$ cat src/rtl/exec_pkg.sv
// Shared constants and the entry layout for the execute-result stage.
package exec_pkg;

    localparam int EXEC_WIDTH = 32;   // ALU result width
    localparam int EXEC_RC_W  = 5;    // destination register index width
    localparam int R31_IDX    = 31;   // hardwired-zero register, never written back

    // Bit positions inside the 3-bit flags field ({N,V,Z})
    localparam int FLAG_Z  = 0;
    localparam int FLAG_V  = 1;
    localparam int FLAG_N  = 2;
    localparam int FLAGS_W = 3;

    // One buffered result beat, most significant field first
    typedef struct packed {
        logic [EXEC_WIDTH-1:0] y;
        logic [FLAGS_W-1:0]    flags;
        logic [EXEC_RC_W-1:0]  rc;
        logic                  wr_en;
    } entry_t;

    localparam int ENTRY_W = $bits(entry_t);

endpackage

$ cat src/rtl/exec_fifo2.sv
// Two-entry in-order buffer with flush; exposes the head and the newest entry.
module exec_fifo2 #(
    parameter int DW = 8
) (
    input  logic          clk,
    input  logic          reset_n,
    input  logic          push,
    input  logic          pop,
    input  logic          flush,
    input  logic [DW-1:0] din,
    output logic [DW-1:0] head,
    output logic [DW-1:0] newest,
    output logic [1:0]    count
);
    import exec_pkg::*;

    logic [DW-1:0] mem_reg [2];
    logic          wr_ptr_reg;
    logic          rd_ptr_reg;
    logic [1:0]    count_reg;

    // Pointer and occupancy tracking; flush beats both push and pop
    always_ff @(posedge clk or negedge reset_n) begin
        if (!reset_n) begin
            wr_ptr_reg <= 1'b0;
            rd_ptr_reg <= 1'b0;
            count_reg  <= 2'd0;
        end else if (flush) begin
            wr_ptr_reg <= 1'b0;
            rd_ptr_reg <= 1'b0;
            count_reg  <= 2'd0;
        end else begin
            if (push) wr_ptr_reg <= ~wr_ptr_reg;
            if (pop)  rd_ptr_reg <= ~rd_ptr_reg;
            case ({push, pop})
                2'b10:   count_reg <= count_reg + 2'd1;
                2'b01:   count_reg <= count_reg - 2'd1;
                default: count_reg <= count_reg;
            endcase
        end
    end

    // Storage slots; cleared on reset so the data outputs read zero afterwards
    for (genvar gi = 0; gi < 2; gi++) begin : g_slot
        // Capture the incoming beat into the slot the write pointer selects
        always_ff @(posedge clk or negedge reset_n) begin
            if (!reset_n) begin
                mem_reg[gi] <= '0;
            end else if (push && !flush && (wr_ptr_reg == 1'(gi))) begin
                mem_reg[gi] <= din;
            end
        end
    end

    assign head   = mem_reg[rd_ptr_reg];
    assign newest = mem_reg[~wr_ptr_reg];   // slot written most recently
    assign count  = count_reg;

endmodule

$ cat src/rtl/exec_result_stage.sv
// Execute-result stage: buffers ALU beats toward MEM, forwards the youngest
// result, masks writes to R31 and counts overflow events.
module exec_result_stage #(
    parameter int WIDTH = exec_pkg::EXEC_WIDTH,
    parameter int RC_W  = exec_pkg::EXEC_RC_W
) (
    input  logic             clk,
    input  logic             reset_n,
    input  logic             in_valid,
    output logic             in_ready,
    input  logic [WIDTH-1:0] alu_y,
    input  logic             alu_z,
    input  logic             alu_v,
    input  logic             alu_n,
    input  logic [RC_W-1:0]  in_rc,
    input  logic             in_wr_en,
    input  logic             flush,
    output logic             out_valid,
    input  logic             out_ready,
    output logic [WIDTH-1:0] out_y,
    output logic [2:0]       out_flags,
    output logic [RC_W-1:0]  out_rc,
    output logic             out_wr_en,
    output logic             fwd_valid,
    output logic [RC_W-1:0]  fwd_rc,
    output logic [WIDTH-1:0] fwd_y,
    input  logic             ovf_clr,
    output logic [15:0]      ovf_count
);
    import exec_pkg::*;

    // Packed as {y, flags, rc, wr_en}, the same order as entry_t
    localparam int EW = WIDTH + FLAGS_W + RC_W + 1;

    logic [1:0]         count;
    logic               accept;
    logic               dequeue;
    logic               wr_en_masked;
    logic [FLAGS_W-1:0] flags_in;
    logic [EW-1:0]      din;
    logic [EW-1:0]      head;
    logic [EW-1:0]      newest;
    logic [15:0]        ovf_count_reg;

    // Handshake decode; readiness depends only on occupancy (and is low in reset)
    always_comb begin
        in_ready     = reset_n && (count != 2'd2);
        out_valid    = (count != 2'd0);
        accept       = in_valid && in_ready;
        dequeue      = out_valid && out_ready;
        wr_en_masked = in_wr_en && (in_rc != RC_W'(R31_IDX));
        flags_in             = '0;
        flags_in[FLAG_Z]     = alu_z;
        flags_in[FLAG_V]     = alu_v;
        flags_in[FLAG_N]     = alu_n;
        din          = {alu_y, flags_in, in_rc, wr_en_masked};
    end

    exec_fifo2 #(
        .DW (EW)
    ) u_fifo (
        .clk     (clk),
        .reset_n (reset_n),
        .push    (accept),
        .pop     (dequeue),
        .flush   (flush),
        .din     (din),
        .head    (head),
        .newest  (newest),
        .count   (count)
    );

    assign out_y     = head[EW-1 -: WIDTH];
    assign out_flags = head[RC_W+1 +: FLAGS_W];
    assign out_rc    = head[1 +: RC_W];
    assign out_wr_en = head[0];

    assign fwd_y     = newest[EW-1 -: WIDTH];
    assign fwd_rc    = newest[1 +: RC_W];
    assign fwd_valid = out_valid && newest[0];

    // Saturating overflow counter; clear wins, flushed beats are not counted
    always_ff @(posedge clk or negedge reset_n) begin
        if (!reset_n) begin
            ovf_count_reg <= 16'd0;
        end else if (ovf_clr) begin
            ovf_count_reg <= 16'd0;
        end else if (accept && alu_v && !flush && (ovf_count_reg != 16'hFFFF)) begin
            ovf_count_reg <= ovf_count_reg + 16'd1;
        end
    end

    assign ovf_count = ovf_count_reg;

endmodule

$ cat config.mk
export PLATFORM = sky130hd
export DESIGN_NAME = exec_result_stage
export DESIGN_NICKNAME = d
export VERILOG_FILES = /design/src/rtl/exec_pkg.sv /design/src/rtl/exec_fifo2.sv /design/src/rtl/exec_result_stage.sv
export SDC_FILE = /design/constraint.sdc
export NUM_CORES = 1
export LEC_CHECK = 0
export ABC_AREA = 1
export BUFFER_PORTS_ARGS = -buffer_cell sky130_fd_sc_hd__buf_2
export CAP_MARGIN = 5
export CELL_PAD_IN_SITES_DETAIL_PLACEMENT = 0
export CELL_PAD_IN_SITES_GLOBAL_PLACEMENT = 1
export CORE_AREA = 2 2 128 130
export CTS_CLUSTER_SIZE = 10
export DETAILED_ROUTE_END_ITERATION = 8
export DIE_AREA = 0 0 130 132
export MAX_ROUTING_LAYER = met4
export PLACE_DENSITY = 0.83
export SETUP_SLACK_MARGIN = 0.15
export SLEW_MARGIN = 20
export SYNTH_ARGS = -nofsm -noshare
export SYNTH_HDL_FRONTEND = slang
export SYNTH_HIERARCHICAL = 1
export SYNTH_SLANG_ARGS = --single-unit
export TNS_END_PERCENT = 10
$ cat constraint.sdc
create_clock -name clk -period 1.6 [get_ports clk]
set_input_delay 0.32 -clock clk [delete_from_list [all_inputs] [get_ports clk]]
set_output_delay 0.32 -clock clk [all_outputs]
set_load 0.1 [all_outputs]
Word level (Yosys, flattened, before mapping)

Index checks and enable logic that the tools add are counted.
Widths: inputs -> output; s select.

Bits in registers: 102
Bits in latches: 0
Memory bits (writable): 0
ROM bits: 0
Memories: 0

Add/subtract/negate cells: 3
Multiply operators: 0
Divide/modulo/power cells: 0
$lt $le $gt $ge: 2
Equality and inequality tests: 5
Shift-type cells: 0
Muxes and demuxes: 14
Bitwise operators: 4
Reductions and logical operators: 17

Operators by type and width:

| kind                  | count |
|---|---|
| $mux 41               | 6 |
| $mux 16               | 2 |
| $add 16x1->16 const B | 1 |
| $ne 16x16->1 const B  | 1 |
| $logic_and 1x1->1     | 11 |
| $reduce_bool 2->1     | 4 |
| $ne 5x5->1 const B    | 1 |
| $ge 2x2->1 const B    | 2 |
| $mux 1                | 4 |
| $not 1->2             | 2 |
| $pmux 2 s2            | 1 |
| $reduce_bool 3->1     | 1 |
| $add 2x1->2 const B   | 1 |
| $eq 2x1->1 const B    | 1 |
| $eq 2x2->1 const B    | 1 |
| $mux 2                | 1 |
| $ne 2x2->1 const B    | 1 |
| $not 1->1             | 2 |
| $sub 2x1->2 const B   | 1 |
| $logic_not 1->1       | 1 |

Depth between registers and ports, before layout

Depth after elaboration: 8
Depth in mapped cells: 10
Gate-level depth less buffers: 10

Hierarchy

Netlist, hierarchy kept.

By module, submodules not included:

| module            | times used | cells each | area an instance (um^2) | sequential area each (um^2) |
|---|---|---|---|---|
| exec_fifo2        | 1          | 560        | 4185.3                  | 2152.1 |
| exec_result_stage | 1          | 148        | 1059.8                  | 400.4 |

Worst setup path after synthesis

Ideal clock, no wire load.

Kind: register to output
Start point: register u_fifo.wr_ptr_reg
End point: output port fwd_y[28]
Data arrival time: 2841 ps
Required time: 1280 ps
Setup slack: -1561 ps
Cell stages (with the launch flop): 4
Path buffers: 2
Path through: dfrtp_1 -> buf_2 -> buf_2 -> o21ai_0

Cells in the longest elaborated chain, start to end: 5

Ends and longest elaborated chain:

| what                                       | line                    | text |
|---|---|---|
| start, declared                            | exec_fifo2.sv:18        | `logic wr_ptr_reg;` |
| start signal, assigned                     | exec_fifo2.sv:33        | `if (push) wr_ptr_reg <= ~wr_ptr_reg;` |
| $not 1->1                                  | exec_fifo2.sv:56        | `assign newest = mem_reg[~wr_ptr_reg];` |
| $not 1->2                                  | exec_fifo2.sv:56        |  |
| $mux 41 (implied by the code) (3 in a row) | exec_fifo2.sv:56        |  |
| end, declared                              | exec_result_stage.sv:26 | `output logic [WIDTH-1:0] fwd_y,` |

No other way between the ends. The select of a mux whose other input is x is not followed.

Worst setup path after layout

Start point: register u_fifo.rd_ptr_reg
End point: output port out_y[28]

Cells in the longest elaborated chain, start to end: 4

Ends and longest elaborated chain:

| what                                       | line                    | text |
|---|---|---|
| start, declared                            | exec_fifo2.sv:19        | `logic rd_ptr_reg;` |
| start signal, assigned                     | exec_fifo2.sv:34        | `if (pop) rd_ptr_reg <= ~rd_ptr_reg;` |
| $not 1->2 (implied by the code)            | exec_fifo2.sv:55        | `assign head = mem_reg[rd_ptr_reg];` |
| $mux 41 (implied by the code) (3 in a row) | exec_fifo2.sv:55        |  |
| end, declared                              | exec_result_stage.sv:20 | `output logic [WIDTH-1:0] out_y,` |

No other way between the ends. The select of a mux whose other input is x is not followed.

==> metrics.md <==
| Metric | Value |
|---|---|
| IO Count | between 100 and 150 |
| Pre-Repair DR Iteration Count | 4 |
| Final Hold Viols | 0 |
| Total power | roughly 18000 µW |
| Critical path startpoint category | register |
| Fin Clk Skew | 7.584 ps |
| DR WL/cell | about 15 µm |
| Routed Antenna Nets | 0 |
| Post-Syn Instances | roughly 700 |
| Post-Layout Inst Area | around 9400 µm² |
| Core area | between 15000 and 20000 µm² |
| Met3 WL | 788 µm |
| Synth Area per Inst | around 7.4 µm² |
| DRC | 0 |
| Skew-Pair Late Insertion Delay | roughly 350 ps |
| Final setup fails | 80 |
| Status | finished with violations |
| Met2 routed WL | approximately 7.7 mm |
| H-Tree Level Count | 3 |
| Fin Setup TNS | -19870 ps |
| Met1 Routed Length | 6.930 mm |
| Yosys Warn Count | 6 |
| LEAKAGE | between 0.004 and 0.005 µW |
| Full die area | approximately 17000 µm² |
| FILL cells | 1329 |
| CP max FO | 11 |
| DR vias | just over 5000 |
| Fin crit period | approximately 1900 ps |
| RePlAce Congestion | between 0.7 and 0.8 |
| Power density over the cells | about 1900 nW/µm² |
| F_max | roughly 530 MHz |
| Max-cap violations | 0 |
| Final slew viol count | 0 |
| Top Metal Used | met4 |
| Synthesized Nets | 750 |
| Pin count of the biggest net entering global routing | 103 |
| Peak VDD IR | 0.8700 mV |
| CTS tree | yes |
| CP required | ~1300 ps |
| Hold/Removal Path Class | primary input to asynchronous set/reset pin |
| Initial antenna violation count | 0 |
| CP endpoint kind | output pin |
| Root buffer cell | clkbuf_16 |
| Vias per cell | between 4 and 5 |
| Clock tree buffer depth | 2 |
| Starting DRT DRC Count | 300 |
| Port Buffer Count | between 100 and 150 |
| First-pass GRT wire length | 25.07 mm |
| Slowest cell on the critical path | dfrtp_4 |
| Slew @ Worst Pin | between 500 and 600 ps |
| Total grt overflow | 0 |
| Setup Crit Path Kind | register to output pin |
| RSZ-0062 raised after global routing | yes |
| CP peak stage delay | 580 ps |
| WP buf/inv | 3 |
| Final wirelength | between 15 and 20 mm |
| Family with the most delay on the worst path | flip-flops |
| Ant. Diodes | 0 |
| Crit path top cell by count | buf_12 |
| Die width | about 130 µm |
| Vias in the first global route | 4962 |
| Data arrival time of the critical path | ~1600 ps |
| Clock sink count | around 100 |
| Row cnt | 46 |
| Cells after DPL | about 1000 |
| Final period utilization | 1.183 |
| Worst rel slew slack | 0.6301 |
| Die H | 132 µm |
| GRT Resource Usage Total | 0.1868 |
| Num CTS Buffers | 9 |
| Layout Nets | 900 |
| Failing checks | setup timing |
| Share of cells above drive strength 1 | 0.4317 |
| HPWL Detailed | roughly 10 mm |
| CTS clk-pin slew, worst paths | about 70 ps |
| Largest register FFs | 82 |
| Placed Area | approximately 8500 µm² |
| Area growth syn-to-layout | 80.99% |
| Cell chain of the critical path | buf_6, buf_12, a21oi_4, buf_12 |
| Initial Util | 0.3321 |
| Synth Cell Area | around 5200 µm² |
| Post-Layout Cell Count | around 1100 |
| Post-route setup slack | -292.5 ps |
-- worst register-to-register path, delay by kind of cell (launching register included) --
family,cells,cell delay (ps)
flip-flops,1,510
buffers and inverters,3,510
AND/OR/NAND/NOR,3,350
AO/OA/AOI/OAI,1,80
-- cell type report --
class,count,area (µm²),share of cell area
clock buffers,9,225.2,0.02384
clock inverters,7,51.30,0.005431
inverters,100,377.9,0.04001
multi-input cells,463,3368,0.3566
flip-flops and latches,102,2596,0.2749
well taps,216,270.3,0.02861
repair buffers,176,2556,0.2706
-- routing by layer --
layer,GRT usage,vias up
met4,0.03943,0
met3,0.03409,9
met1,0.2522,2386
met2,0.2944,124
li1,-,2520
met5,-,-
-- worst paths after layout --
check	startpoint	endpoint	slack (ps)	cells past startpoint
min in group clk	alu_y[17]	u_fifo/mem_reg[67]	230	3
worst max register to register	u_fifo/wr_ptr_reg	u_fifo/mem_reg[66]	20	7
worst min-delay path	reset_n	u_fifo/count[0]	40	2
worst max-delay path	u_fifo/rd_ptr_reg	out_y[28]	-290	4
worst min register to register	u_fifo/mem_reg[65]	u_fifo/mem_reg[65]	490	2
max in group asynchronous	reset_n	u_fifo/mem_reg[27]	1120	2
-- power breakdown --
group | switching [µW] | total (µW) | internal, µW
Sequential | 639 | 3880 | 3240
Combinational | 7940 | 12300 | 4340
Clock | 1000 | 2060 | 1060
Total | 9580 | 18200 | 8640
-- placed cells by master (no fill, tap or decap), types with 3 or more instances in the layout --
master and instances:
dfrtp_2 11, inv_2 3, a21oi_4 37, clkinv_4 3, nand2_1 174, nor2_4 34
buf_6 5, buf_4 23, buf_12 93, o21ai_4 41, xnor2_1 3, or2_2 3
buf_2 45, o21ai_0 71, nand4_1 9, nor2_1 13, xor2_1 5, nand3_1 13
dfrtp_1 83, nand2_2 21, clkbuf_16 13, o21ai_1 13, nor2_2 8, inv_1 95
nand3_2 3, dfrtp_4 8, buf_16 4
-- what timing repair did --
| action | 4_1_cts | 5_1_grt |
|---|---|---|
| pin swaps | 37 | 36 |
| endpoints found under the hold margin | 0 | 0 |
| gates resized for setup | 99 | 53 |
| hold buffers | 0 | 0 |
| cloned | 2 | 4 |
| setup buffers | 2 | 1 |
| endpoints found under the setup margin | 189 | 187 |
-- stage by stage --
step                worst slack (ps)    util  hold WS [ps]
floorplan                     -113.0       -         24.41
global placement               63.47  0.5401         462.9
detailed placement             15.82  0.5401         448.9
CTS                           -295.7  0.5825         69.70
global route                  -337.1  0.6011         96.28
finish                        -292.5  0.6011         42.46
Power figures use the tool's default switching activity.
